File: src/rtl/seg7_bcd_capture.sv
// Recovers BCD digits from a multiplexed 4-digit 7-segment bus: each one-hot
// digit pattern must be stable for STABLE_CNT samples before it is decoded.
module seg7_bcd_capture #(
    parameter int unsigned STABLE_CNT = 4
) (
    input  logic        clk,
    input  logic        rst,
    input  logic        en,
    input  logic [6:0]  seg,
    input  logic [3:0]  dig_en,
    output logic [15:0] bcd,
    output logic [3:0]  digit_err,
    output logic        frame_valid
);

    localparam logic [7:0] STABLE = 8'(STABLE_CNT);

    logic [10:0] prev;
    logic [7:0]  cnt;
    logic [7:0]  cnt_nxt;
    logic [3:0]  shadow_val [4];
    logic [3:0]  shadow_err;
    logic [3:0]  mask;
    logic [3:0]  mask_nxt;
    logic        onehot;
    logic        same;
    logic        capture;
    logic [3:0]  dec_val;
    logic        dec_err;
    logic [15:0] frame_bcd;
    logic [3:0]  frame_err;

    always_comb begin
        onehot = (dig_en == 4'b0001) || (dig_en == 4'b0010) ||
                 (dig_en == 4'b0100) || (dig_en == 4'b1000);
    end

    always_comb begin
        dec_err = 1'b0;
        case (seg)
            7'b1111110: dec_val = 4'd0;
            7'b0110000: dec_val = 4'd1;
            7'b1101101: dec_val = 4'd2;
            7'b1111001: dec_val = 4'd3;
            7'b0110011: dec_val = 4'd4;
            7'b1011011: dec_val = 4'd5;
            7'b1011111: dec_val = 4'd6;
            7'b1110000: dec_val = 4'd7;
            7'b1111111: dec_val = 4'd8;
            7'b1111011: dec_val = 4'd9;
            default: begin
                dec_val = 4'hF;
                dec_err = 1'b1;
            end
        endcase
    end

    // A capture is the first edge of a stable run reaching STABLE; with
    // STABLE_CNT=1 a fresh run arrives at cnt=1 while cnt is already 1, so
    // "held and saturated" is excluded rather than testing cnt < STABLE.
    always_comb begin
        same = ({seg, dig_en} == prev) && (cnt != 8'd0);
        if (!en || !onehot)
            cnt_nxt = 8'd0;
        else if (same)
            cnt_nxt = (cnt == STABLE) ? STABLE : cnt + 8'd1;
        else
            cnt_nxt = 8'd1;
        capture  = en && onehot && (cnt_nxt == STABLE) && !(same && (cnt == STABLE));
        mask_nxt = mask | dig_en;
    end

    always_comb begin
        frame_bcd = '0;
        frame_err = '0;
        for (int unsigned i = 0; i < 4; i++) begin
            if (capture && dig_en[i]) begin
                frame_bcd[4*i +: 4] = dec_val;
                frame_err[i]        = dec_err;
            end else begin
                frame_bcd[4*i +: 4] = shadow_val[i];
                frame_err[i]        = shadow_err[i];
            end
        end
    end

    always_ff @(posedge clk) begin
        if (rst) begin
            prev        <= '0;
            cnt         <= '0;
            mask        <= '0;
            shadow_err  <= '0;
            bcd         <= '0;
            digit_err   <= '0;
            frame_valid <= 1'b0;
            for (int unsigned i = 0; i < 4; i++)
                shadow_val[i] <= '0;
        end else begin
            frame_valid <= 1'b0;
            cnt         <= cnt_nxt;
            if (en)
                prev <= {seg, dig_en};
            if (capture) begin
                for (int unsigned i = 0; i < 4; i++) begin
                    if (dig_en[i]) begin
                        shadow_val[i] <= dec_val;
                        shadow_err[i] <= dec_err;
                    end
                end
                if (mask_nxt == 4'b1111) begin
                    bcd         <= frame_bcd;
                    digit_err   <= frame_err;
                    frame_valid <= 1'b1;
                    mask        <= '0;
                end else begin
                    mask <= mask_nxt;
                end
            end
        end
    end

endmodule
File: config.mk
export PLATFORM = sky130hd
export DESIGN_NAME = seg7_bcd_capture
export DESIGN_NICKNAME = d
export VERILOG_FILES = /design/src/rtl/seg7_bcd_capture.sv
export SDC_FILE = /design/constraint.sdc
export NUM_CORES = 1
export LEC_CHECK = 0
export CAP_MARGIN = 0
export CORE_MARGIN = 3
export CORE_UTILIZATION = 63
export DETAILED_ROUTE_END_ITERATION = 12
export DONT_BUFFER_PORTS = 1
export PLACE_DENSITY = 0.9
export SLEW_MARGIN = 5
export SYNTH_ARGS = -nofsm -noshare
export SYNTH_HDL_FRONTEND = slang
export SYNTH_SLANG_ARGS = --single-unit
File: constraint.sdc
create_clock -name clk -period 3.7 [get_ports clk]
set_input_delay 0.555 -clock clk [delete_from_list [all_inputs] [get_ports clk]]
set_output_delay 0.555 -clock clk [all_outputs]
set_load 0.005 [all_outputs]
==> qor.csv, run 1 <==
metric,value,unit
stdcell_count,406,
max_slew.worst_pin.slew,0.799,ns
dp_hpwl,4750,um
holdPathStages,1,
ctsResizeCount,0,
avgSynthCellArea,9.39,um2
cts-root-buf,clkbuf_8,
final_cell_mix,"nor2_1, dfxtp_1, mux2i_1, nand2b_1, xor2_1",
peakVddDrop,0.265,mV
initial_core_util,67.2,%
diodes,0,
ios,35,
antenna_found_initial,0,
cts.sink_count,64,
drc,0,
synth_edf_count,12,
synth_nets,363,
outcome,"complete, no violations",
first_iter_violations,223,
skew,0.00671,ns
reg2reg_from,cnt[0],
place_inst,390,
drv_slew,0,
grt_usage,24.2,%
area_growth,4.41,%
clk_latency,0.34,ns
wire_per_inst,16.7,um
grt_pass1_vias,2334,
grt_pass1_wl,11600,um
hold_end,bcd[3],
yosysSeqAreaShare,43.0,%
fin_util,70.2,%
power.internal,0.00107,W
finalCritPeriodShare,76.2,%
htreeDepth,3,
wl,6790,um
clkPwrFrac,41.4,%
finalSetupTns,0,ns
placed_cell_area,3220,um2
grt_max_degree,57,
portBuffers,0,
ys_ff_latch,64,
cp-start-kind,flop,
r2r_cells,8,
final_antenna_net_count,0,
core_area,4850,um2
crit_path_frequent_cell,a211oi_1,
die_w,77.9,um
drv_cap,0,
post_cts.repair.setup_buffers,0,
cts_buffers,9,
dieArea,6070,um2
period_minus_slack,2.82,ns
hold_viol,0,
overflow,0,
leakagePower,1.32,nW
yosys_most_used_dff,dfxtp_1,
async_reset_ff_share,0,%
chipHeight,77.9,um
pre_cts_ws,0.912,ns
critPathCaptureType,flop,
fin_ws,0.879,ns
final_layout_size_suffix_gt1_share,8.55,%
rows,25,
worstPathArrival,3.02,ns
rsz0062_at_grt,false,
clockBufferDepth,2,
cp_max_fo,12,
sw_frac_of_total,21.6,%
drt-pass1-iter-count,4,
p_sw,0.000294,W
synthesis.area,3260,um2
p_seq_share,53.5,%
critPathKind,flop to flop,
reg2reg_to,digit_err[1],
cp.required,3.90,ns
yosysWarnings,0,
via_per_inst,6.03,
powerDensity,399,nW/um2
slew_headroom,46.4,%
vias,2447,
fin_nets,350,
ys_types,54,
p_comb_share,5.1,%
min_from,rst,
final_area,3400,um2
cts_tree,built,
fillers,350,
hold_path.class,input port to flop,
place_congestion,0.919,
fmax,0.355,GHz
path_cells,inv_1 -> ha_1 -> nor4b_2 -> a211oi_1 -> nand4_1 -> nor4b_4 -> and2_1 -> a211oi_1,
syn_inst,347,
clk_pin_slew,0.07,ns
r2r_setup_slack,0.88,ns
setup-violations-final,0,
worst_path_max_delay_cell,nor4b_4,
slowest_delay,0.65,ns
cts_hold_buffers,0,
final_common_cell,nor2_1,
metrics by stage:
| stage | power, W | hold slack [ns] |
|---|---|---|
| 2_1_floorplan | 0.000821 | 0.449 |
| 3_3_place_gp | 0.000809 | 0.465 |
| 3_5_place_dp | 0.000811 | 0.468 |
| 4_1_cts | 0.00137 | 0.266 |
| 5_1_grt | 0.00140 | 0.269 |
| 6_report | 0.00136 | 0.285 |
power groups by stage:
stage	clock network, W	registers [W]	logic, W
after global placement	0	0.000742	0.0000665
after detailed placement	0	0.000743	0.0000686
after global routing	0.000598	0.000728	0.0000769
final	0.000563	0.000728	0.0000688
after floorplan	0	0.000741	0.0000800
after CTS	0.000571	0.000727	0.0000690
how the worst max path moves through the flow:
stage	start	to	slack (ns)	cells past startpoint
final	cnt[0]	digit_err[1]	0.88	8
after global routing	cnt[0]	bcd[10]	0.63	8
after CTS	cnt[0]	digit_err[1]	0.90	8
after detailed placement	cnt[0]	digit_err[1]	0.91	8
after global placement	cnt[0]	digit_err[3]	1.02	8
after floorplan	seg[1]	shadow_val[0][0]	1.32	8
worst max-delay path, delay by kind of cell (launching register included):
kind            cells  cell delay [ns]
fa+ha+maj           1             0.20
buf+inv             1             0.09
simple gates        4             1.61
compound gates      2             0.38
flops               1             0.39
metal layers:
layer,up-vias,global-route usage [%],part of all wire [%]
met5,-,0,0
met4,0,6.64,1.2
met3,11,8.58,6.7
met2,80,40.3,50
met1,1150,29.5,42
li1,1206,-,-
synthesized netlist by cell type (5+ instances only):
cell type  number  area share (%)
xor2_1         18             4.8
buf_2          13             2.0
nand3_1         5            0.77
dfxtp_1        52              32
nand3b_1        5             1.2
o32ai_1         8             2.1
clkbuf_1        9             1.0
a211oi_1       11             2.5
a21oi_1        11             1.7
inv_1          10             1.2
mux2i_1        23             7.1
nor2_1         54             6.2
nand4_1         5            0.96
nor3_1         17             2.6
nand2b_1       19             3.6
edfxtp_1       12              11
nand2_1        14             1.6
flip-flops by register name, summed over array words and instances (netlist names):
signal,cells
shadow_val,16
cnt,8
mask,4
shadow_err,4
digit_err,4
bcd,16
frame_valid,1
prev,11
cell families (layout without fill, tap and decap cells):
kind of cell    count (synthesis)  count (layout)  synth area share (%)
xor+xnor                       21              21                  5.64
simple gates                  148             148                  24.9
compound gates                 52              52                  12.9
flops                          64              64                  43.0
fa+ha+maj                       2               2                 0.768
mux                            24              24                  7.41
buf+inv                        36              28                  5.34
layout make-up:
class	instances	area [um2]	area share (%)
repair buffers	2	15.0	0.441
flip-flops and latches	64	1400	41.2
clock inverters	3	42.5	1.25
multi-input cells	247	1680	49.5
inverters	10	37.5	1.10
well taps	67	83.8	2.46
clock buffers	13	139	4.08
(Power assumes the default switching activity.)
==> inputs of run 2 (changes only) <==
- clock period: 3.7 -> 2.94 ns (I/O delays scaled with it)
==> run 2 against run 1 <==
  * Clock power rose by 41%
  * Routed wire length down 1.7%
  * Highest routed layer unchanged
  * Worst setup slack got worse by 0.59 ns
  * Cell area up 0.88%
  * Sequential cell count did not move
  * Hold slack worse by 0.13 ns
  * Count of clock-buffer cells in the layout fell by 1
  * Core utilization increased by 0.62 points
  * Die area did not move
  * Maximum frequency up 6.3%
  * Largest cell class unchanged
  * Sequential share of layout area down 0.36 points
==> qor.csv, run 2 (synthesis gave the netlist of run 1 again) <==
metric,value,unit
crit_path_frequent_cell,a211oi_1,
drc,0,
vias,2460,
reg.largest.list,"bcd: 16 flops, shadow_val: 16 flops, prev: 11 flops",
overflow,0,
finalSetupTns,0,ns
drt-pass1-iter-count,5,
r2r_setup_slack,0.29,ns
first_iter_violations,188,
clockBufferDepth,2,
antenna_found_initial,0,
clk_latency,0.35,ns
crit_family,simple AND/OR/NAND/NOR gates,
power,0.00180,W
cp.required,3.14,ns
wire_per_inst,16.4,um
grt_pass1_wl,11100,um
max_slew.worst_pin.slew,0.750,ns
path_cells,inv_1 -> ha_1 -> nor4b_2 -> a211oi_1 -> nand4_1 -> nor4b_4 -> buf_4 -> and2_1 -> a211oi_1,
clk_pin_slew,0.07,ns
dp_hpwl,4490,um
worst_hold_slack,0.159,ns
place_congestion,0.919,
rsz0062_at_grt,false,
fmax,0.377,GHz
reg2reg_from,cnt[0],
dieArea,6070,um2
stdcell_count,407,
chipHeight,77.9,um
powerDensity,523,nW/um2
drv_slew,0,
final_common_cell,nor2_1,
hold_end,digit_err[3],
portBuffers,0,
cts-root-buf,clkbuf_8,
period_minus_slack,2.65,ns
initial_core_util,67.2,%
cts_hold_buffers,0,
worstPathArrival,2.85,ns
routed-wl-met3,410,um
final_cell_mix,"nor2_1, dfxtp_1, mux2i_1, nand2b_1, xor2_1",
drv_cap,0,
via_per_inst,6.04,
ctsResizeCount,0,
diodes,0,
peakVddDrop,0.433,mV
grt_pass1_vias,2293,
cts_buffers,9,
pre_cts_ws,0.312,ns
setup-violations-final,0,
final_antenna_net_count,0,
critPathCaptureType,flop,
leakagePower,1.34,nW
area_growth,5.34,%
top_layer_used,met4,
cts.sink_count,64,
holdPathStages,1,
fin_ws,0.285,ns
r2r_cells,9,
place_inst,391,
wl_met2,3170,um
critPathKind,flop to flop,
post_cts.repair.setup_buffers,0,
reg2reg_to,bcd[14],
ios,35,
cts_tree,built,
hold_viol,0,
worst_path_max_delay_cell,and2_1,
slew_headroom,49.7,%
rows,25,
m1WireLength,3000,um
hold_path.class,input port to flop,
outcome,"complete, no violations",
cp_max_fo,20,
cp-startpoint,cnt[0],
wl,6670,um
core_area,4850,um2
cp-start-kind,flop,
htreeDepth,3,
fin_nets,351,
die_w,77.9,um
skew,0.00954,ns
slowest_delay,0.46,ns
grt_usage,23.6,%
final_layout_size_suffix_gt1_share,8.82,%
critPathBufInv,2,
min_from,rst,
finalCritPeriodShare,90.3,%
grt_max_degree,57,
-- run 2: layout make-up --
cell class / instances / area, um2
Multi-Input combinational cell: 247 / 1680
Fill cell: 363 / 1420
Sequential cell: 64 / 1400
Clock buffer: 12 / 135
Tap cell: 67 / 83.8
Clock inverter: 4 / 68.8
Inverter: 10 / 37.5
Timing Repair Buffer: 3 / 22.5
-- run 2: stage by stage --
step	cell area [um2]	utilization [%]
global placement	3230	66.6
detailed placement	3230	66.6
global route	3430	70.8
finish	3430	70.8
CTS	3430	70.8
floorplan	3260	-
-- run 2: worst max path at each step --
stage | to | slack (ns) | cells past startpoint
3_3_place_gp | digit_err[3] | 0.37 | 9
2_1_floorplan | shadow_val[0][0] | 0.67 | 8
4_1_cts | bcd[14] | 0.29 | 9
5_1_grt | digit_err[2] | 0.007 | 9
6_report | bcd[14] | 0.29 | 9
3_5_place_dp | digit_err[2] | 0.31 | 9
-- run 2: routing by layer --
layer,vias up,global-route usage [%]
met5,-,0
met4,0,8.74
met3,11,9.28
met2,73,37.8
met1,1171,28.6
li1,1205,-
-- run 2: report_power, final --
group / leakage (nW) / switching (W) / internal, W
combinational: 0.693 / 0.0000438 / 0.0000431
clock: 0.102 / 0.000320 / 0.000474
sequential: 0.544 / 0.00000817 / 0.000907
total: 1.34 / 0.000372 / 0.00142
-- run 2: worst reg2reg max path, stage by stage, from the launching register on --
cell and delay, ns:
dfxtp_1 0.37, inv_1 0.09, ha_1 0.19, nor4b_2 0.18, a211oi_1 0.25, nand4_1 0.26, nor4b_4 0.30, buf_4 0.26
and2_1 0.46, a211oi_1 0.14
==> inputs of run 3 (changes only) <==
--- a/config.mk
+++ b/config.mk
@@ -7,3 +7,2 @@
 export LEC_CHECK = 0
-export CAP_MARGIN = 0
 export CORE_MARGIN = 3
--- a/constraint.sdc
+++ b/constraint.sdc
@@ -3,2 +3,2 @@
 set_output_delay 0.441 -clock clk [all_outputs]
-set_load 0.005 [all_outputs]
+set_load 0.1 [all_outputs]
==> run 3 against run 2 <==
  * Non-clock buffer count is the same
  * Largest cell class unchanged
  * Critical path depth unchanged
  * Via count down 2.5%
  * Cell count unchanged
  * Critical endpoint is now digit_err[2]
==> qor.csv, run 3 (synthesis gave the netlist of run 1 again) <==
metric,value,unit
cp-start-kind,flop,
use_met3,9.16,%
wire_per_inst,16.4,um
period_minus_slack,2.67,ns
final_common_cell,nor2_1,
fin_nets,351,
finalSetupTns,0,ns
rows,25,
grt_pass1_vias,2275,
slew_headroom,31.2,%
area_growth,6.56,%
cts.sink_count,64,
place_congestion,0.919,
fin_util,71.6,%
global_route.usage.met2,37.5,%
clockBufferDepth,2,
first_iter_violations,186,
powerDensity,552,nW/um2
chipHeight,77.9,um
worstPathArrival,2.88,ns
finalCritPeriodShare,90.7,%
ctsResizeCount,0,
dieArea,6070,um2
leakagePower,1.36,nW
grt_usage,23.5,%
cp.required,3.15,ns
grt_pass1_wl,11100,um
rsz0062_at_grt,false,
final_layout_size_suffix_gt1_share,10.0,%
antenna_found_initial,0,
critPathKind,flop to flop,
final_antenna_net_count,0,
cts_buffers,9,
wl,6690,um
final_cell_mix,"nor2_1, dfxtp_1, mux2i_1, nand2b_1, xor2_1",
setup-violations-final,0,
cp_max_fo,20,
htreeDepth,3,
clk_latency,0.36,ns
top_usage_layer,met2,
overflow,0,
drt-pass1-iter-count,4,
core_area,4850,um2
max_slew.worst_pin.slew,1.03,ns
cts_tree,built,
skew,0.0116,ns
clk_pin_slew,0.07,ns
fmax,0.375,GHz
critPathCaptureType,flop,
met1_usage,29.1,%
cts-root-buf,clkbuf_8,
initial_core_util,67.2,%
hold_path.class,input port to flop,
drc,0,
hold_viol,0,
grt_max_degree,57,
reg.largest.list,"bcd: 16 flops, shadow_val: 16 flops, prev: 11 flops",
outcome,"complete, no violations",
ios,35,
diodes,0,
drv_slew,0,
cts_hold_buffers,0,
peakVddDrop,0.460,mV
post_cts.repair.setup_buffers,0,
via_per_inst,5.89,
drv_cap,0,
portBuffers,0,
vias,2399,
dp_hpwl,4550,um
die_w,77.9,um
## run 3: changes by cell type in the layout (fill, tap and decap cells not counted)
cell        delta
clkinv_4       +2
bufinv_16      +1
clkinv_1       -1
clkinvlp_4     +1
clkbuf_1       -3
## run 3: worst paths after layout
kind / slack, ns / endpoint / cells past startpoint / from
worst min-delay path: 0.15 / digit_err[3] / 1 / rst
worst min register to register: 0.48 / shadow_err[3] / 2 / shadow_err[3]
worst max-delay path: 0.27 / digit_err[2] / 9 / cnt[0]
worst max register to register: 0.27 / digit_err[2] / 9 / cnt[0]
## run 3: worst max-delay path: stages (launching register included)
cell	delay, ns
dfxtp_1	0.37
inv_1	0.09
ha_1	0.18
nor4b_2	0.17
a211oi_1	0.26
nand4_1	0.27
nor4b_4	0.31
buf_4	0.27
and2_1	0.47
a211oi_1	0.14
## run 3: final cells by class
cell class,count,area (um2)
multi-input cells,247,1680
flip-flops and latches,64,1400
fillers,373,1380
clock buffers,9,124
clock inverters,7,120
well taps,67,83.8
inverters,10,37.5
repair buffers,3,22.5
## run 3: power by group
| part | switching, W | internal [W] | total [W] |
|---|---|---|---|
| sequential | 0.00000806 | 0.000907 | 0.000915 |
| combinational | 0.0000431 | 0.0000430 | 0.0000861 |
| clock | 0.000354 | 0.000564 | 0.000917 |
| total | 0.000405 | 0.00151 | 0.00192 |
## run 3: through the flow
step	cell area, um2	hold WS (ns)	worst slack, ns	cells	total power (W)
after floorplan	3260	0.449	0.675	347	0.00103
after global placement	3230	0.459	0.369	391	0.00102
after detailed placement	3230	0.466	0.284	391	0.00102
after CTS	3470	0.137	0.268	407	0.00193
after global routing	3470	0.126	0.0431	407	0.00198
final	3470	0.147	0.273	407	0.00192
## run 3: metal layers
layer,up-vias,routed length (um)
met5,-,0
met4,0,125
met3,11,397
met2,63,3250
met1,1118,2910
li1,1207,-
